===== src/rtl/pc_fetch_pkg.sv =====
// Shared constants, state encoding and helpers for the instruction-fetch front end.
package pc_fetch_pkg;

  localparam logic RST_ENABLE  = 1'b0;
  localparam logic CHIP_ENABLE = 1'b1;
  localparam logic CHIP_DISA   = 1'b0;

  localparam logic [31:0] ZERO_WORD = 32'h0000_0000;
  localparam logic [31:0] PC_STEP   = 32'd4;

  typedef enum logic [1:0] {
    FETCH_IDLE = 2'd0,
    FETCH_RUN  = 2'd1,
    FETCH_HALT = 2'd2
  } fetch_state_e;

  function automatic logic [31:0] word_align(input logic [31:0] addr);
    return addr & ~32'h0000_0003;
  endfunction

endpackage


===== src/rtl/pc_fetch_queue.sv =====
// Synchronous FIFO of {pc,inst} fetch words with clear; head is driven straight from storage registers.
module fetch_queue
  import pc_fetch_pkg::*;
#(
  parameter int DEPTH = 2,
  localparam int AW = $clog2(DEPTH),
  localparam int CW = AW + 1
) (
  input  logic          clk,
  input  logic          rst,
  input  logic          clear_i,
  input  logic          push_i,
  input  logic          pop_i,
  input  logic [63:0]   data_i,
  output logic [CW-1:0] count_o,
  output logic          valid_o,
  output logic [63:0]   head_o
);

  logic [63:0]   mem_q [DEPTH];
  logic [AW-1:0] wr_ptr_q, wr_ptr_d;
  logic [AW-1:0] rd_ptr_q, rd_ptr_d;
  logic [CW-1:0] count_q, count_d;

  // Clear wins over any same-cycle push or pop so wrong-path words never survive a redirect.
  always_comb begin
    wr_ptr_d = wr_ptr_q;
    rd_ptr_d = rd_ptr_q;
    count_d  = count_q;
    if (clear_i) begin
      wr_ptr_d = '0;
      rd_ptr_d = '0;
      count_d  = '0;
    end else begin
      if (push_i) wr_ptr_d = wr_ptr_q + AW'(1);
      if (pop_i)  rd_ptr_d = rd_ptr_q + AW'(1);
      count_d = count_q + CW'(push_i) - CW'(pop_i);
    end
  end

  always_ff @(posedge clk) begin
    if (rst == RST_ENABLE) begin
      wr_ptr_q <= '0;
      rd_ptr_q <= '0;
      count_q  <= '0;
    end else begin
      wr_ptr_q <= wr_ptr_d;
      rd_ptr_q <= rd_ptr_d;
      count_q  <= count_d;
    end
  end

  always_ff @(posedge clk) begin
    if (push_i && !clear_i) mem_q[wr_ptr_q] <= data_i;
  end

  assign count_o = count_q;
  assign valid_o = (count_q != '0);
  assign head_o  = valid_o ? mem_q[rd_ptr_q] : {ZERO_WORD, ZERO_WORD};

endmodule


===== src/rtl/pc_fetch.sv =====
// Instruction-fetch front end: PC register, fetch FSM, redirect muxing and the IF/ID fetch queue.
// Optional misaligned-redirect trap enabled by defining FETCH_ALIGN_CHK_EN.
module pc_fetch
  import pc_fetch_pkg::*;
#(
  parameter logic [31:0] RESET_PC    = 32'h0000_0000,
  parameter int          QUEUE_DEPTH = 2
) (
  input  logic        clk,
  input  logic        rst,
  output logic        ce,
  output logic [31:0] pc,
  input  logic [31:0] inst_i,
  input  logic        branch_flag_i,
  input  logic [31:0] branch_tgt_i,
  input  logic        flush_i,
  input  logic [31:0] new_pc_i,
  output logic        if_valid_o,
  input  logic        if_ready_i,
  output logic [31:0] if_pc_o,
  output logic [31:0] if_inst_o,
  output logic        fetch_err_o
);

  localparam int CW = $clog2(QUEUE_DEPTH) + 1;

  fetch_state_e  state_q;
  logic          ce_q;
  logic [31:0]   pc_q;
  logic [CW-1:0] q_count;
  logic [63:0]   q_head;
  logic          q_valid;
  logic          pop, push, redirect;
  logic [31:0]   redir_raw, redir_tgt;

  always_comb begin
    redir_raw = flush_i ? new_pc_i : branch_tgt_i;
    redirect  = 1'b0;
    case (state_q)
      FETCH_RUN:  redirect = flush_i | branch_flag_i;
      FETCH_HALT: redirect = flush_i;
      default:    redirect = 1'b0;
    endcase
  end

`ifdef FETCH_ALIGN_CHK_EN
  logic err_q;
  logic misalign;
  assign redir_tgt   = redir_raw;
  assign misalign    = |redir_raw[1:0];
  assign fetch_err_o = err_q;
`else
  assign redir_tgt   = word_align(redir_raw);
  assign fetch_err_o = 1'b0;
`endif

  assign pop  = q_valid & if_ready_i;
  assign push = ce_q & (state_q == FETCH_RUN) & ((q_count < CW'(QUEUE_DEPTH)) | pop) & ~redirect;

  // A full queue with no pop holds pc, so the ROM simply re-reads the same word.
  always_ff @(posedge clk) begin
    if (rst == RST_ENABLE) begin
      state_q <= FETCH_IDLE;
      ce_q    <= CHIP_DISA;
      pc_q    <= RESET_PC;
`ifdef FETCH_ALIGN_CHK_EN
      err_q   <= 1'b0;
`endif
    end else begin
      case (state_q)
        FETCH_IDLE: begin
          state_q <= FETCH_RUN;
          ce_q    <= CHIP_ENABLE;
        end
        FETCH_RUN: begin
          if (redirect) begin
            pc_q <= redir_tgt;
`ifdef FETCH_ALIGN_CHK_EN
            if (misalign) begin
              state_q <= FETCH_HALT;
              ce_q    <= CHIP_DISA;
              err_q   <= 1'b1;
            end
`endif
          end else if (push) begin
            pc_q <= pc_q + PC_STEP;
          end
        end
`ifdef FETCH_ALIGN_CHK_EN
        FETCH_HALT: begin
          if (flush_i) begin
            pc_q <= redir_tgt;
            if (!misalign) begin
              state_q <= FETCH_RUN;
              ce_q    <= CHIP_ENABLE;
              err_q   <= 1'b0;
            end
          end
        end
`endif
        default: begin
          state_q <= FETCH_IDLE;
          ce_q    <= CHIP_DISA;
        end
      endcase
    end
  end

  fetch_queue #(
    .DEPTH (QUEUE_DEPTH)
  ) u_queue (
    .clk     (clk),
    .rst     (rst),
    .clear_i (redirect),
    .push_i  (push),
    .pop_i   (pop),
    .data_i  ({pc_q, inst_i}),
    .count_o (q_count),
    .valid_o (q_valid),
    .head_o  (q_head)
  );

  assign ce         = ce_q;
  assign pc         = pc_q;
  assign if_valid_o = q_valid;
  assign if_pc_o    = q_head[63:32];
  assign if_inst_o  = q_head[31:0];

endmodule


===== config.mk =====
export PLATFORM = sky130hd
export DESIGN_NAME = pc_fetch
export DESIGN_NICKNAME = d
export VERILOG_FILES = /design/src/rtl/pc_fetch_pkg.sv /design/src/rtl/pc_fetch_queue.sv /design/src/rtl/pc_fetch.sv
export SDC_FILE = /design/constraint.sdc
export NUM_CORES = 1
export LEC_CHECK = 0
export CAP_MARGIN = 20
export CORE_ASPECT_RATIO = 0.5
export CORE_MARGIN = 5
export CORE_UTILIZATION = 40
export CTS_BUF_LIST = sky130_fd_sc_hd__clkbuf_8
export DETAILED_ROUTE_END_ITERATION = 12
export GPL_ROUTABILITY_DRIVEN = 0
export HOLD_SLACK_MARGIN = 0.12
export PLACE_DENSITY = 0.68
export SLEW_MARGIN = 20
export SYNTH_ARGS = -nofsm -noshare
export SYNTH_HDL_FRONTEND = slang
export SYNTH_SLANG_ARGS = --single-unit

===== constraint.sdc =====
create_clock -name clk -period 4.8 [get_ports clk]
set_input_delay 0.96 -clock clk [delete_from_list [all_inputs] [get_ports clk]]
set_output_delay 0.96 -clock clk [all_outputs]
set_load 0.02 [all_outputs]

---- Word level (Yosys, flattened, before mapping) ----
Memories as Yosys holds them, arrays and structs flattened. A register that Yosys moved wholly into a read port is not among the register bits.
Index checks and enable logic that the tools add are counted.
Widths: inputs -> output; s select.
word-level totals
  register bits after elaboration ......... 39
  latch bits .............................. 0
  RAM bits ................................ 128
  bits in read-only memories .............. 0
  input port bits ......................... 101
  output and inout port bits .............. 99
  memories ................................ 1
cells by class
  add/subtract/negate cells ............... 5
  $mul .................................... 0
  divide/modulo/power cells ............... 0
  $lt $le $gt $ge ......................... 1
  eq/ne operators ......................... 2
  shifts and indexed selects .............. 0
  muxes and demuxes ....................... 11
  bitwise operators ....................... 8
  reduce and logical (&&, ||, !) cells .... 7
memories
  memory         depth  width  rd ports  clocked after memory_dff  write ports  RTL line              text
  u_queue.mem_q  2      64     1         1                         1            pc_fetch_queue.sv:20  logic [63:0] mem_q [DEPTH];
operators by type and width
  cell                   number
  $mux 32                3
  $mux 64                1
  $add 32x3->32 const B  1
  $and 1x1->1            4
  $mux 1                 4
  $pmux 1 s2             2
  $pmux 2 s2             1
  $reduce_bool 2->1      2
  $add 1x1->1 const B    2
  $add 2x1->2            1
  $eq 2x1->1 const B     1
  $eq 2x2->1 const B     1
  $logic_not 2->1        1
  $lt 2x2->1 const B     1
  $not 1->1              2
  $or 1x1->1             2
  $reduce_and 2->1       1
  $reduce_or 2->1        1
  $sub 2x1->2            1
  $logic_and 1x1->1      1
  $logic_not 1->1        1

---- Longest topological paths before layout ----
  depth after elaboration ................. 8
  mapped depth ............................ 9
  mapped depth without buffers ............ 9

---- Modules after synthesis ----
A second synthesis with hierarchy kept.
second synthesis, totals
  cells, all modules ...................... 585
  area, all modules ....................... 7412.1 sq um
by module, submodules not included
  module       times used  cells an instance  area each (sq um)
  fetch_queue  1           293                5136.2
  pc_fetch     1           292                2275.9

---- Worst setup path after synthesis ----
OpenSTA, ideal clock, no wires.
  path kind ............................... in2reg
  start ................................... input flush_i
  end ..................................... memory u_queue.mem_q[0][0] (enable)
  setup time .............................. 482 ps
  arrival time ............................ 4156 ps
  slack ................................... 162 ps
  stages .................................. 4
  path through ............................ clkbuf_1 > nor2_1 > nand3_1 > nor2_1
on the way
  longest elaborated chain between the ends .. 7
  elaborated cells on any way between the ends .. 8
  those cells by class .................... 3 x mux; 3 x bitwise; 2 x reduce/logical
RTL lines
  what                              RTL line              text
  start, declared                   pc_fetch.sv:16        input logic flush_i,
  $or 1x1->1                        pc_fetch.sv:40        FETCH_RUN: redirect = flush_i | branch_flag_i;
  $pmux 1 s2 (*)                    pc_fetch.sv:39        case (state_q)
  $not 1->1                         pc_fetch.sv:58        assign push = ce_q & (state_q == FETCH_RUN) & ((q_count < CW'(QUEUE_DEPTH)) | pop) & ~redirect;
  $and 1x1->1                       pc_fetch.sv:58
  $logic_and 1x1->1 (*)             pc_fetch_queue.sv:54  if (push_i && !clear_i) mem_q[wr_ptr_q] <= data_i;
  $mux 1 (*)                        pc_fetch_queue.sv:54
  $mux 1 (implied by the code) (*)  pc_fetch_queue.sv:54
  end, declared                     pc_fetch_queue.sv:20
Every way passes the cells marked *; elsewhere a longest branch is shown, timed or not.

---- Worst setup path after layout ----
  start ................................... register u_queue.count_q[1] (netlist: u_queue.count_o[1])
  end ..................................... output if_inst_o[5]
on the way
  longest elaborated chain between the ends .. 2
RTL lines
  what                    RTL line              text
  start, declared         pc_fetch_queue.sv:23  logic [CW-1:0] count_q, count_d;
  start signal, assigned  pc_fetch_queue.sv:49  count_q <= count_d;
  $reduce_bool 2->1       pc_fetch_queue.sv:58  assign valid_o = (count_q != '0);
  $mux 64                 pc_fetch_queue.sv:59  assign head_o = valid_o ? mem_q[rd_ptr_q] : {ZERO_WORD, ZERO_WORD};
  end, declared           pc_fetch.sv:21        output logic [31:0] if_inst_o,
Every way passes these cells.

==> impl_metrics.py <==
metrics = {
    "synthesis": {
        "syn-cell-area_mm2": 0.00698,
        "muxShareOfSynthArea_pct": 12.7,
        "ys.flop_type": "edfxtp_1",
        "synth_top_cell_by_area": "edfxtp_1",
        "synth_compound_area_share_pct": 5.99,
        "synth-simple-area-share_pct": 11.2,
        "synth_top_family_by_area": "multiplexers",
        "synth.yosys.warnings": 0,
        "synth_cell_types": 48,
        "avgSynthCellArea_um2": 12.9,
        "yosys-top-cells-area": "edfxtp_1, dfxtp_1, mux2i_1",
        "synth_top_area_share_pct": 53.4,
        "yosysSeqAreaShare_pct": 63.7,
        "ys_async_sr_fraction_pct": 0,
        "postSynthCellCount": 541,
        "synth_fa_ha_area_share_pct": 0.538,
        "synth-xor-area-share_pct": 2.89,
        "yosys-top-cells-count": "edfxtp_1, nor2_1, mux2i_1",
        "synth_most_common_cell": "edfxtp_1",
        "synth_seq_cells": 160,
        "synth_edf_count": 124,
    },
    "timing": {
        "rsz0062_at_grt": "false",
        "drv_slew": 0,
        "setup_viol": 0,
        "fin_setup_tns_ps": 0,
        "whs_ps": 517,
        "slew_headroom_pct": 34.8,
        "clock_skew_ps": 20.0,
        "min_period_ps": 3480,
        "tightest_slew_ps": 978,
        "finalCritPeriodShare_pct": 72.6,
        "max_freq_mhz": 287,
        "final_hold_viol_count": 0,
    },
    "detailed_routing": {
        "drcViolationCount": 0,
        "ant_nets": 0,
        "initialDrtViolationCount": 333,
        "num_vias": 4905,
        "wl_per_cell_um": 17.8,
        "viasPerCell": 5.06,
        "firstDrtPassIters": 5,
        "wl_um": 17300,
    },
    "floorplanning": {
        "io_pins": 200,
        "rows": 34,
        "dieArea_mm2": 0.0203,
        "dieHeight_um": 103,
        "initial_core_util_pct": 40.5,
        "core_mm2": 0.0172,
        "die_width_um": 197,
    },
    "setup_path": {
        "cp.arrival_ps": 2520,
        "cp_top_family": "buffers and inverters",
        "slowest_delay_ps": 570,
        "critPathBufInv": 2,
        "path_max_fanout": 39,
        "worstPathRequired_ps": 3840,
        "startpoint_type": "register",
        "crit_path_end_kind": "output port",
        "reg2reg_depth": 3,
        "criticalPathCategory": "reg -> out",
        "worst-path-stages": 4,
        "cpMaxStageDelayCell": "clkdlybuf4s50_1",
        "crit_chain": "nor2_4 > buf_4 > nor2_1 > clkdlybuf4s50_1",
    },
    "power": {
        "leakage_nw": 3.10,
        "finalPower_w": 0.00308,
        "powerDensity_mw_per_mm2": 323,
        "ir_drop_uv": 208,
    },
    "cts": {
        "cts_tree": "yes",
        "clockBufferDepth": 2,
        "cts_root_buf": "clkbuf_8",
        "clkTransAtPathRegs_ps": 80,
        "holdBufCountCts": 0,
        "clock_sinks": 160,
        "cts_resized": 0,
        "cts_setup_buffers": 0,
        "cts_buffers": 17,
        "clkLatencyLatePin_ps": 430,
        "cts_htree_levels": 4,
    },
    "global_routing": {
        "grt-ovfl-total": 0,
        "grt_pass1_vias": 4895,
        "grt_max_degree": 63,
        "track_usage_pct": 16.6,
        "grt_pass1_wl_um": 26100,
        "antenna_found_initial": 0,
    },
    "final_layout": {
        "num-nets-final": 827,
        "n_fill_cell": 1440,
        "syn_to_final_growth_pct": 36.8,
        "final_core_utilization_pct": 55.4,
        "diodes": 0,
        "seq_area_mm2": 0.00445,
        "drive_gt1_share_pct": 9.65,
        "multi_input_area_mm2": 0.00236,
    },
    "status": {
        "run_status": "finished, final reports clean",
    },
    "placement": {
        "port_buffers": 190,
        "hpwl_um": 11900,
    },
    "job": {
        "cap_violations": 0,
    },
    "min_path": {
        "timing.hold.worst.class": "reg -> reg",
        "holdPathStages": 2,
    },
}
report_power, final:
group / switching, W / internal, W
Clock: 0.000494 / 0.000582
Sequential: 0.0000542 / 0.00154
Combinational: 0.000203 / 0.000213
metrics by stage:
step,std cells,worst slack [ps],instance area [µm²]
final,970,1320,9540
after global routing,970,1110,9540
after CTS,969,1240,9520
after detailed placement,937,1210,9090
after global placement,937,1290,9090
after floorplan,545,162,6990
layer usage:
layer | wire (µm) | share of wire, % | global-route usage (%)
met5 | 0 | 0 | 0
met3 | 1030 | 5.9 | 3.53
met4 | 163 | 0.94 | 3.62
met2 | 8800 | 51 | 29.9
met1 | 7320 | 42 | 21.0
final timing paths:
check	from	end	slack, ps
setup / recovery	u_queue.count_o[1]$_SDFF_PP0_	if_inst_o[5]	1320
hold / removal	u_queue.rd_ptr_q$_SDFFE_PP0P_	register	520
setup reg to reg	ce$_SDFFE_PN0N_	u_queue.mem_q[0][44]$_DFFE_PP_	2420
hold reg to reg	u_queue.rd_ptr_q$_SDFFE_PP0P_	register	520
sequential cells by signal, indices dropped and copies added (netlist names), named ones only:
name and flops:
u_queue.mem_q 124, pc 30, u_queue.count_o 2, ce 1, u_queue.rd_ptr_q 1, u_queue.wr_ptr_q 1
layout make-up:
class                   instances  area share, %
clock inverters                14           1.98
repair buffers                196           20.7
flip-flops and latches        160           46.6
inverters                       7          0.275
multi-input cells             341           24.7
well taps                     234           3.07
clock buffers                  18           2.60
cell usage in the layout (no fill, tap or decap), drive strengths merged, types with 2 or more instances in the layout:
cell / Yosys / final
o22ai: 6 / 6
nor3: 11 / 11
a21oi: 20 / 20
a211oi: 6 / 6
bufinv: 0 / 4
nand4: 8 / 8
buf: 17 / 7
mux2: 18 / 18
and4: 3 / 3
nand2b: 2 / 2
clkbuf: 20 / 18
edfxtp: 124 / 124
xor2: 5 / 5
clkinvlp: 0 / 3
a311oi: 4 / 4
o21ai: 21 / 21
nor4: 9 / 9
conb: 1 / 5
nor2b: 5 / 5
a2111oi: 2 / 2
and3: 9 / 9
clkinv: 2 / 4
nand3: 11 / 11
inv: 5 / 10
nand2: 21 / 21
ha: 3 / 3
dfxtp: 36 / 36
clkdlybuf4s50: 0 / 189
xnor2: 18 / 18
nor2: 74 / 74
mux2i: 68 / 68
and2: 3 / 3
cells by family (layout without fill, tap and decap cells):
kind of cell / count (synthesis) / count (layout)
compound gates: 67 / 67
xor+xnor: 23 / 23
fa+ha+maj: 3 / 3
buf+inv: 44 / 235
flops: 160 / 160
mux: 86 / 86
other cells: 1 / 5
simple gates: 157 / 157
tightest hold or removal path: cells and delay by family (launching register included):
kind	cells	cell delay [ps]
xor gates and xnor gates	1	80
and+or+nand+nor	1	70
DFF	1	330
Power figures use the tool's default switching activity.
